## config.mk

```make
export PLATFORM = sky130hd
export DESIGN_NAME = cs_stream_driver_flat
export DESIGN_NICKNAME = d
export VERILOG_FILES = /design/src/rtl/cs_pkg.sv /design/src/rtl/cs_stream_driver_if.sv /design/src/rtl/cs_golden_cmp.sv /design/src/rtl/cs_stream_driver.sv /design/src/flat_wrapper.sv
export SDC_FILE = /design/constraint.sdc
export NUM_CORES = 1
export LEC_CHECK = 0
export BUFFER_PORTS_ARGS = -buffer_cell sky130_fd_sc_hd__buf_4
export CAP_MARGIN = 10
export CORE_MARGIN = 4
export CORE_UTILIZATION = 49
export DETAILED_ROUTE_END_ITERATION = 6
export PLACE_DENSITY = 0.82
export SLEW_MARGIN = 5
export SYNTH_ARGS = -nofsm -noshare
export SYNTH_HDL_FRONTEND = slang
export SYNTH_SLANG_ARGS = --single-unit
```

## constraint.sdc

```tcl
create_clock -name clk -period 2.72 [get_ports clk]
set_input_delay 0.136 -clock clk [delete_from_list [all_inputs] [get_ports clk]]
set_output_delay 0.136 -clock clk [all_outputs]
set_load 0.03 [all_outputs]
```

## src/rtl/cs_pkg.sv

```systemverilog
// Shared widths and state encoding for the CS sliding-window stream driver.
package cs_pkg;

    localparam int CS_XW  = 8;
    localparam int CS_YW  = 10;
    localparam int CS_WIN = 9;

    typedef enum logic [1:0] {
        IDLE,
        STREAM,
        DRAIN,
        DONE
    } cs_drv_state_t;

endpackage

```

## src/rtl/cs_stream_driver_if.sv

```systemverilog
// ROM, CS X/Y and status bundle between the stream driver and its surroundings.
interface cs_stream_driver_if #(
    parameter int AW   = 15,
    parameter int ERRW = 16
);
    import cs_pkg::*;

    logic                 start;
    logic [AW-1:0]        in_addr;
    logic [CS_XW-1:0]     in_data;
    logic [AW-1:0]        gold_addr;
    logic [CS_YW-1:0]     gold_data;
    logic [CS_XW-1:0]     X;
    logic [CS_YW-1:0]     Y;
    logic                 busy;
    logic                 done;
    logic                 pass;
    logic [ERRW-1:0]      err_cnt;
    logic                 err_flag;
    logic [AW-1:0]        err_idx;

    modport master (
        input  start, in_data, gold_data, Y,
        output in_addr, gold_addr, X, busy, done, pass, err_cnt, err_flag, err_idx
    );

    modport slave (
        output start, in_data, gold_data, Y,
        input  in_addr, gold_addr, X, busy, done, pass, err_cnt, err_flag, err_idx
    );

endinterface

```

## src/rtl/cs_golden_cmp.sv

```systemverilog
// Compares CS output against golden data; keeps a saturating error count,
// a one-cycle mismatch pulse and the index of the first failing window.
module cs_golden_cmp
    import cs_pkg::*;
#(
    parameter int AW   = 15,
    parameter int ERRW = 16
) (
    input  logic             clk,
    input  logic             reset,
    input  logic             clear,
    input  logic             cmp_en,
    input  logic [CS_YW-1:0] y,
    input  logic [CS_YW-1:0] gold,
    input  logic [AW-1:0]    win_idx,
    output logic [ERRW-1:0]  err_cnt,
    output logic             err_flag,
    output logic [AW-1:0]    err_idx
);

    logic mismatch;

    assign mismatch = cmp_en && (y != gold);

    // err_idx latches only while the count is still zero, so it keeps the first failure.
    always_ff @(posedge clk) begin
        if (reset || clear) begin
            err_cnt  <= '0;
            err_flag <= 1'b0;
            err_idx  <= '0;
        end else begin
            err_flag <= mismatch;
            if (mismatch) begin
                if (err_cnt != '1)
                    err_cnt <= err_cnt + ERRW'(1);
                if (err_cnt == '0)
                    err_idx <= win_idx;
            end
        end
    end

endmodule

```

## src/rtl/cs_stream_driver.sv

```systemverilog
// Streams the sample ROM onto CS X one sample per cycle and checks CS Y
// against the golden ROM, window by window, as an on-chip self-test.
module cs_stream_driver
    import cs_pkg::*;
#(
    parameter int N_PAT = 2000,
    parameter int WIN   = CS_WIN,
    parameter int LAT   = 1,
    parameter int AW    = 15,
    parameter int ERRW  = 16
) (
    input  logic                clk,
    input  logic                reset,
    cs_stream_driver_if.master  bus
);

    if (N_PAT >= (1 << AW) || WIN > N_PAT || WIN + LAT < 2) begin : g_bad_params
        $error("cs_stream_driver: need N_PAT < 2**AW, WIN <= N_PAT and WIN+LAT >= 2");
    end

    // t counts edges since the start edge minus one; every window event is keyed off it.
    localparam logic [AW:0]   T_ONE     = (AW+1)'(1);
    localparam logic [AW:0]   T_LAST    = (AW+1)'(N_PAT - 1);
    localparam logic [AW:0]   T_END     = (AW+1)'(N_PAT + LAT);
    localparam logic [AW:0]   T_CMP_LO  = (AW+1)'(WIN + LAT - 1);
    localparam logic [AW:0]   T_CMP_HI  = (AW+1)'(N_PAT + LAT - 1);
    localparam logic [AW:0]   T_GOLD_LO = (AW+1)'(WIN + LAT - 2);
    localparam logic [AW:0]   T_GOLD_HI = (AW+1)'(N_PAT + LAT - 2);
    localparam logic [AW-1:0] ADDR_ONE  = AW'(1);

    cs_drv_state_t     state;
    cs_drv_state_t     state_next;
    logic [AW:0]       t;
    logic [CS_XW-1:0]  x_q;
    logic [AW-1:0]     in_addr_q;
    logic [AW-1:0]     gold_addr_q;
    logic              busy_w;
    logic              done_w;
    logic              accept;
    logic              cmp_en;
    logic              gold_step;
    logic [AW-1:0]     win_idx;
    logic [ERRW-1:0]   err_cnt_w;
    logic              err_flag_w;
    logic [AW-1:0]     err_idx_w;

    assign accept    = bus.start && (state == IDLE || state == DONE);
    assign cmp_en    = busy_w && (t >= T_CMP_LO) && (t <= T_CMP_HI);
    assign gold_step = busy_w && (t >= T_GOLD_LO) && (t <= T_GOLD_HI);
    // gold_addr has already stepped past the window being compared.
    assign win_idx   = gold_addr_q - ADDR_ONE;

    // Next-state and status decode.
    always_comb begin
        state_next = state;
        busy_w     = 1'b0;
        done_w     = 1'b0;
        case (state)
            IDLE: begin
                if (bus.start)
                    state_next = STREAM;
            end
            STREAM: begin
                busy_w = 1'b1;
                if (t == T_LAST)
                    state_next = DRAIN;
            end
            DRAIN: begin
                busy_w = 1'b1;
                if (t == T_END)
                    state_next = DONE;
            end
            DONE: begin
                done_w = 1'b1;
                if (bus.start)
                    state_next = STREAM;
            end
            default: state_next = IDLE;
        endcase
    end

    // Sequencing, ROM addressing and X register; addresses return to 0 so the next
    // start finds mem[0] already on in_data.
    always_ff @(posedge clk) begin
        if (reset) begin
            state       <= IDLE;
            t           <= '0;
            x_q         <= '0;
            in_addr_q   <= '0;
            gold_addr_q <= '0;
        end else begin
            state <= state_next;
            case (state)
                IDLE, DONE: begin
                    if (bus.start) begin
                        t           <= '0;
                        in_addr_q   <= ADDR_ONE;
                        gold_addr_q <= '0;
                    end
                end
                STREAM: begin
                    t         <= t + T_ONE;
                    x_q       <= bus.in_data;
                    in_addr_q <= (t == T_LAST) ? '0 : in_addr_q + ADDR_ONE;
                    if (gold_step)
                        gold_addr_q <= gold_addr_q + ADDR_ONE;
                end
                DRAIN: begin
                    t <= t + T_ONE;
                    if (t == T_END)
                        gold_addr_q <= '0;
                    else if (gold_step)
                        gold_addr_q <= gold_addr_q + ADDR_ONE;
                end
                default: ;
            endcase
        end
    end

    cs_golden_cmp #(
        .AW   (AW),
        .ERRW (ERRW)
    ) u_cmp (
        .clk      (clk),
        .reset    (reset),
        .clear    (accept),
        .cmp_en   (cmp_en),
        .y        (bus.Y),
        .gold     (bus.gold_data),
        .win_idx  (win_idx),
        .err_cnt  (err_cnt_w),
        .err_flag (err_flag_w),
        .err_idx  (err_idx_w)
    );

    assign bus.X         = x_q;
    assign bus.in_addr   = in_addr_q;
    assign bus.gold_addr = gold_addr_q;
    assign bus.busy      = busy_w;
    assign bus.done      = done_w;
    assign bus.pass      = done_w && (err_cnt_w == '0);
    assign bus.err_cnt   = err_cnt_w;
    assign bus.err_flag  = err_flag_w;
    assign bus.err_idx   = err_idx_w;

endmodule
```

## src/flat_wrapper.sv

```systemverilog
// flat-port wrapper written by rule: the top's interface ports become plain ports
module cs_stream_driver_flat import cs_pkg::*;
#(
    parameter int N_PAT = 2000,
    parameter int WIN   = CS_WIN,
    parameter int LAT   = 1,
    parameter int AW    = 15,
    parameter int ERRW  = 16
)
  (clk, reset, bus_start, bus_in_data, bus_gold_data, bus_Y, bus_in_addr, bus_gold_addr, bus_X, bus_busy, bus_done, bus_pass, bus_err_cnt, bus_err_flag, bus_err_idx);
  cs_stream_driver_if #(.AW(AW), .ERRW(ERRW)) bus_i ();
  input  logic clk;
  input  logic reset;
  input wire logic [$bits(bus_i.start)-1:0] bus_start;
  input wire logic [$bits(bus_i.in_data)-1:0] bus_in_data;
  input wire logic [$bits(bus_i.gold_data)-1:0] bus_gold_data;
  input wire logic [$bits(bus_i.Y)-1:0] bus_Y;
  output wire logic [$bits(bus_i.in_addr)-1:0] bus_in_addr;
  output wire logic [$bits(bus_i.gold_addr)-1:0] bus_gold_addr;
  output wire logic [$bits(bus_i.X)-1:0] bus_X;
  output wire logic [$bits(bus_i.busy)-1:0] bus_busy;
  output wire logic [$bits(bus_i.done)-1:0] bus_done;
  output wire logic [$bits(bus_i.pass)-1:0] bus_pass;
  output wire logic [$bits(bus_i.err_cnt)-1:0] bus_err_cnt;
  output wire logic [$bits(bus_i.err_flag)-1:0] bus_err_flag;
  output wire logic [$bits(bus_i.err_idx)-1:0] bus_err_idx;
  assign bus_i.start = bus_start;
  assign bus_i.in_data = bus_in_data;
  assign bus_i.gold_data = bus_gold_data;
  assign bus_i.Y = bus_Y;
  assign bus_in_addr = bus_i.in_addr;
  assign bus_gold_addr = bus_i.gold_addr;
  assign bus_X = bus_i.X;
  assign bus_busy = bus_i.busy;
  assign bus_done = bus_i.done;
  assign bus_pass = bus_i.pass;
  assign bus_err_cnt = bus_i.err_cnt;
  assign bus_err_flag = bus_i.err_flag;
  assign bus_err_idx = bus_i.err_idx;
  cs_stream_driver #(.N_PAT(N_PAT), .WIN(WIN), .LAT(LAT), .AW(AW), .ERRW(ERRW)) u_core (.clk(clk), .reset(reset), .bus(bus_i));
endmodule
```

==> After elaboration in Yosys (flattened, before gate mapping) <==
Index checks and enable logic that the tools add are counted.
Widths: inputs -> output; s select.
{ "classes": {"shifts": 0, "div": 0, "add_sub_neg": 5, "n_lt_le_gt_ge": 4, "eq_ne": 10, "mul": 0, "n_reduce_logical": 18, "muxes": 15, "bitwise": 0} }
{ "op_table": {"columns": ["cell", "n"], "rows": [
  ["$mux 15", 5],
  ["$pmux 15 s3", 1],
  ["$add 16x1->16 const B", 2],
  ["$eq 16x11->1 const B", 2],
  ["$ge 16x4->1 const B", 2],
  ["$le 16x11->1 const B", 2],
  ["$pmux 16 s2", 1],
  ["$add 15x1->15 const B", 2],
  ["$pmux 15 s2", 1],
  ["$logic_not 16->1", 1],
  ["$mux 16", 1],
  ["$ne 16x16->1 const B", 1],
  ["$sub 15x1->15 const B", 1],
  ["$ne 10x10->1", 1],
  ["$logic_and 1x1->1", 7],
  ["$mux 2", 3],
  ["$ne 2x1->1 const B", 3],
  ["$pmux 2 s3", 1],
  ["$reduce_and 2->1", 3],
  ["$eq 2x2->1 const B", 2],
  ["$reduce_or 2->1", 2],
  ["$reduce_and 3->1", 1],
  ["$eq 2x1->1 const B", 1],
  ["$logic_not 2->1", 1],
  ["other kinds (3)", 5]
]} }
{ "totals": {"output_inout_bits": 73, "latchBits": 0, "regBits": 88, "rom_bits": 0, "ramBits": 0, "n_memories": 0} }

==> Longest topological paths before layout <==
{ "depth": {"ltp_word": 8, "ltp_mapped": 9} }

==> Cells and area by module <==
From an unflattened synthesis, not the netlist that was laid out.
{ "hier_totals": {"hier_cells": 602, "hier_area_um2": 4893.4} }
{ "modules_own_cells": {"columns": ["module", "cells_each", "n_inst", "area_per_inst_um2", "seq_area_each_um2"], "rows": [
  ["cs_stream_driver", 407, 1, 3286.9, 1121.1],
  ["cs_golden_cmp", 195, 1, 1606.5, 640.6]
]} }

==> Least setup slack after synthesis <==
OpenSTA, ideal clock, no wires.
{ "synth_timing": {"path_type": "register to register", "start": "reg u_core.t[12]", "end": "reg u_core.gold_addr_q[9] (netlist: u_core.bus.gold_addr[9])", "path_slack_ps": 51, "setup_time_ps": 74, "required_time_ps": 2646, "path_stages_with_launch": 7, "t_arrival_ps": 2595, "synth_period_minus_slack_ps": 2669, "n_path_buf": 0, "cell_sequence": "dfxtp_1 > or4_4 > or3_4 > nor3_4 > or4b_4 > or4_1 > a31oi_1"} }
{ "synth_via": {"elab_chain_cells": 6} }
{ "synth_lines": {"columns": ["item", "line", "source"], "rows": [
  ["start: declaration", "cs_stream_driver.sv:33", "logic [AW:0] t;"],
  ["start signal: assignment", "cs_stream_driver.sv:102", "t <= t + T_ONE;"],
  ["start signal: assignment", "cs_stream_driver.sv:109", "t <= t + T_ONE;"],
  ["$ge 16x4->1", "cs_stream_driver.sv:49", "assign gold_step = busy_w && (t >= T_GOLD_LO) && (t <= T_GOLD_HI);"],
  ["$logic_and 1x1->1 (2 in series)", "cs_stream_driver.sv:49", null],
  ["$mux 15", null, null],
  ["$mux 15", "cs_stream_driver.sv:110", "if (t == T_END)"],
  ["$pmux 15 s3 *", "cs_stream_driver.sv:93", "case (state)"],
  ["end signal: assignment", "cs_stream_driver.sv:106", "gold_addr_q <= gold_addr_q + ADDR_ONE;"],
  ["end signal: assignment", "cs_stream_driver.sv:113", "gold_addr_q <= gold_addr_q + ADDR_ONE;"],
  ["end: declaration", "cs_stream_driver.sv:36", "logic [AW-1:0] gold_addr_q;"]
]} }
Every way passes the cells marked *; elsewhere a longest branch is shown, timed or not.
A chain may end at the register's enable or synchronous reset.

==> Worst setup path in the final report <==
{ "layout_timing": {"start": "reg u_core.t[13]", "end": "reg u_core.gold_addr_q[9] (netlist: u_core.bus.gold_addr[9])"} }
The elaborated chain is that of the path after synthesis.

==> impl_metrics.env <==
export IMPL_status="finished clean"
export IMPL_seq_area_sq_um=1760
export IMPL_stdcell_area_sq_um=5790
export IMPL_worst_setup_path_type="reg -> reg"
export IMPL_dieArea_sq_um=11000
export IMPL_whs_ps=7.08
export IMPL_cp_num_buf_inv=0
export IMPL_grt_pass1_wl_um=19800
export IMPL_relSlewSlack=0.621
export IMPL_final_common_cell="buf_4"
export IMPL_placed_cell_area_sq_um=5540
export IMPL_wl_per_cell_um=15.1
export IMPL_use_met2=0.367
export IMPL_synth_edff_count=0
export IMPL_maxCapViolCount=0
export IMPL_p_seq_frac=0.403
export IMPL_first_pass_iters=5
export IMPL_cts_max_path_buffers=2
export IMPL_slew_violations=0
export IMPL_clk_latency_ps=360
export IMPL_synthDistinctLibCells=50
export IMPL_vias=4485
export IMPL_synthArstFlopShare=0
export IMPL_synth_yosys_warnings=0
export IMPL_area_delta_synth_final_pct=25.8
export IMPL_seq_area_frac_synth=0.383
export IMPL_layout_drive_gt1_share=0.232
export IMPL_via_per_inst=5.82
export IMPL_multi_input_area_sq_um=2690
export IMPL_dp_hpwl_um=8440
export IMPL_start_kind="flop"
export IMPL_fin_nets=699
export IMPL_path_delay_family="simple AND/OR/NAND/NOR gates"
export IMPL_worstHoldStart="bus_in_data[3]"
export IMPL_start_util=0.500
export IMPL_setup_violations=0
export IMPL_grt_pass1_vias=4299
export IMPL_hold_viol_final=0
export IMPL_portBuffers=103
export IMPL_grt_overflow=0
export IMPL_r2r_start="u_core.t[13]$_SDFFE_PP0P_"
export IMPL_post_route_drc_count=0
export IMPL_synth_fp_nets=594
export IMPL_nFillCells=782
export IMPL_ant_nets=0
export IMPL_cts_root_buf="clkbuf_8"
export IMPL_p_comb_frac=0.319
export IMPL_path_max_fanout=6
export IMPL_cpPeakStageDelay_ps=530
export IMPL_crit_chain="or4_4, or3_4, nor3_4, or4b_4, or4_1, a31oi_1"
export IMPL_layout_common_cells="buf_4 (117), dfxtp_1 (87), nor2_1 (70)"
export IMPL_antenna_found_initial=0
export IMPL_path_clk_slew_ps=100
export IMPL_intPower_w=0.00219
export IMPL_swShare=0.369
export IMPL_cts_sinks=88
export IMPL_power_leakage_nw=2.34
export IMPL_switchingPower_w=0.00128
export IMPL_power_total_w=0.00347
export IMPL_rr_endpoint="u_core.bus.gold_addr[9]$_SDFFE_PP0P_"
export IMPL_hold_depth=3
export IMPL_hold_class="in -> reg"
export IMPL_synth_area_leaders="dfxtp_1 (38%), nor2_1 (5.7%), xor2_1 (4.6%)"
export IMPL_core_sq_um=9200
export IMPL_rsz0062_at_grt="true"
export IMPL_grt_usage=0.213
export IMPL_powerDensity_nw_per_um2=599
export IMPL_synth_area_leader_cell="dfxtp_1"
export IMPL_whs_endpoint="u_core.bus.X[3]$_SDFFE_PP0P_"
export IMPL_ios=104
export IMPL_cp_slowest_cell="or4_4"
export IMPL_reg2reg_depth=6
export IMPL_ir_drop_v=0.000444
export IMPL_syn_cell_area_sq_um=4600
export IMPL_finClkSkew_ps=10.3
export IMPL_cts_tree="done"
export IMPL_yosys_area_top_type_share=0.383
export IMPL_arrival_ps=2900
export IMPL_regToRegSetupSlack_ps=110
export IMPL_min_period_ps=2610
export IMPL_avgSynthCellArea_sq_um=8.37
export IMPL_rows=35
export IMPL_end_kind="flop"
export IMPL_grt_max_degree=44
export IMPL_synth_cells=550
export IMPL_p_clk_frac=0.278
export IMPL_use_met3=0.0303
export IMPL_timing_final_crit_share=0.959
export IMPL_synth_seq_cells=88
export IMPL_die_h_um=105
export IMPL_fmaxAchievable_ghz=0.383
export IMPL_initialDrtViolationCount=232
export IMPL_antennaDiodeCount=0
export IMPL_cp_required_ps=3010
export IMPL_postRouteWirelength_um=11700
export IMPL_busiest_layer="met2"
export IMPL_tightest_slew_ps=555
export IMPL_utilization=0.630
export IMPL_fp_dieW_um=105
export IMPL_cts_htree_levels=3
export IMPL_numCtsBuffers=9
export IMPL_gr_usage_met1=0.270
export IMPL_place_congestion=0.839
export IMPL_synthFlopType="dfxtp_1"
## worst register-to-register path, cell delays in order, from the launching register on
cell     delay (ps)
dfxtp_2         360
or4_4           530
or3_4           360
nor3_4          130
or4b_4          520
or4_1           480
a31oi_1         170
## registers in the layout, summed over array words and instances (netlist names)
| register | cells |
|---|---|
| u_core.u_cmp.err_cnt | 16 |
| u_core.bus.gold_addr | 15 |
| u_core.state | 2 |
| u_core.u_cmp.err_idx | 15 |
| u_core.u_cmp.err_flag | 1 |
| u_core.bus.in_addr | 15 |
| u_core.t | 16 |
| u_core.bus.X | 8 |
## synth_stat cells, types with 12 or more instances
master / n
a211oi_1: 18
a21oi_1: 28
and3_1: 15
clkbuf_1: 22
dfxtp_1: 88
ha_1: 13
inv_1: 15
mux2i_1: 12
nand2_1: 48
nand3_1: 21
nand4_1: 12
nor2_1: 70
nor3_1: 12
xnor2_1: 13
xor2_1: 24
## logic make-up (layout without fill, tap and decap cells)
family	after synthesis	after routing	share of synthesized area
fa+ha+maj	13	13	0.0353
buf+inv	43	153	0.0356
compound gates	104	104	0.152
xor+xnor	37	37	0.0704
mux	21	21	0.0481
simple gates	244	244	0.276
flops	88	88	0.383
## power by group through the flow
stage | logic, W | clock network, W | registers [W]
floorplan | 0.000670 | 0 | 0.00149
global placement | 0.00105 | 0 | 0.00142
detailed placement | 0.00109 | 0 | 0.00143
CTS | 0.00110 | 0.000978 | 0.00140
global route | 0.00121 | 0.00104 | 0.00141
finish | 0.00111 | 0.000965 | 0.00140
## through the flow
stage	instances	setup WS [ps]	setup TNS [ps]
final	771	110	0
after global routing	771	-28.6	-28.6
after CTS	771	42.0	0
after detailed placement	752	10.8	0
after global placement	752	102	0
after floorplan	550	50.9	0
## final cells by class
class                   instances  area share
flip-flops and latches         88       0.305
clock inverters                 7      0.0153
multi-input cells             419       0.464
clock buffers                   9      0.0214
repair buffers                121       0.160
inverters                      16      0.0104
well taps                     111      0.0240
## routing by layer
layer	wire length [um]	part of all wire
met5	0	0
met4	239	0.021
met2	5820	0.50
met1	5040	0.43
met3	552	0.047
## worst max-delay path by stage
stage,start,endpoint,cells past startpoint
floorplan,u_core.t[12]$_SDFFE_PP0P_,u_core.bus.gold_addr[9]$_SDFFE_PP0P_,6
global placement,u_core.t[13]$_SDFFE_PP0P_,u_core.bus.gold_addr[9]$_SDFFE_PP0P_,6
detailed placement,u_core.t[13]$_SDFFE_PP0P_,u_core.u_cmp.err_cnt[7]$_SDFFE_PP0P_,6
CTS,u_core.t[13]$_SDFFE_PP0P_,u_core.bus.gold_addr[9]$_SDFFE_PP0P_,6
global route,u_core.t[13]$_SDFFE_PP0P_,u_core.bus.gold_addr[9]$_SDFFE_PP0P_,6
finish,u_core.t[13]$_SDFFE_PP0P_,u_core.bus.gold_addr[9]$_SDFFE_PP0P_,6
## repair_timing
action,4_1_cts,5_1_grt
endpoints found under the hold margin,3,0
hold buffers,3,0
pin swaps,0,2
setup endpoints to repair,1,18
buffers inserted,0,0
resized for setup,1,2
Power figures use the tool's default switching activity.
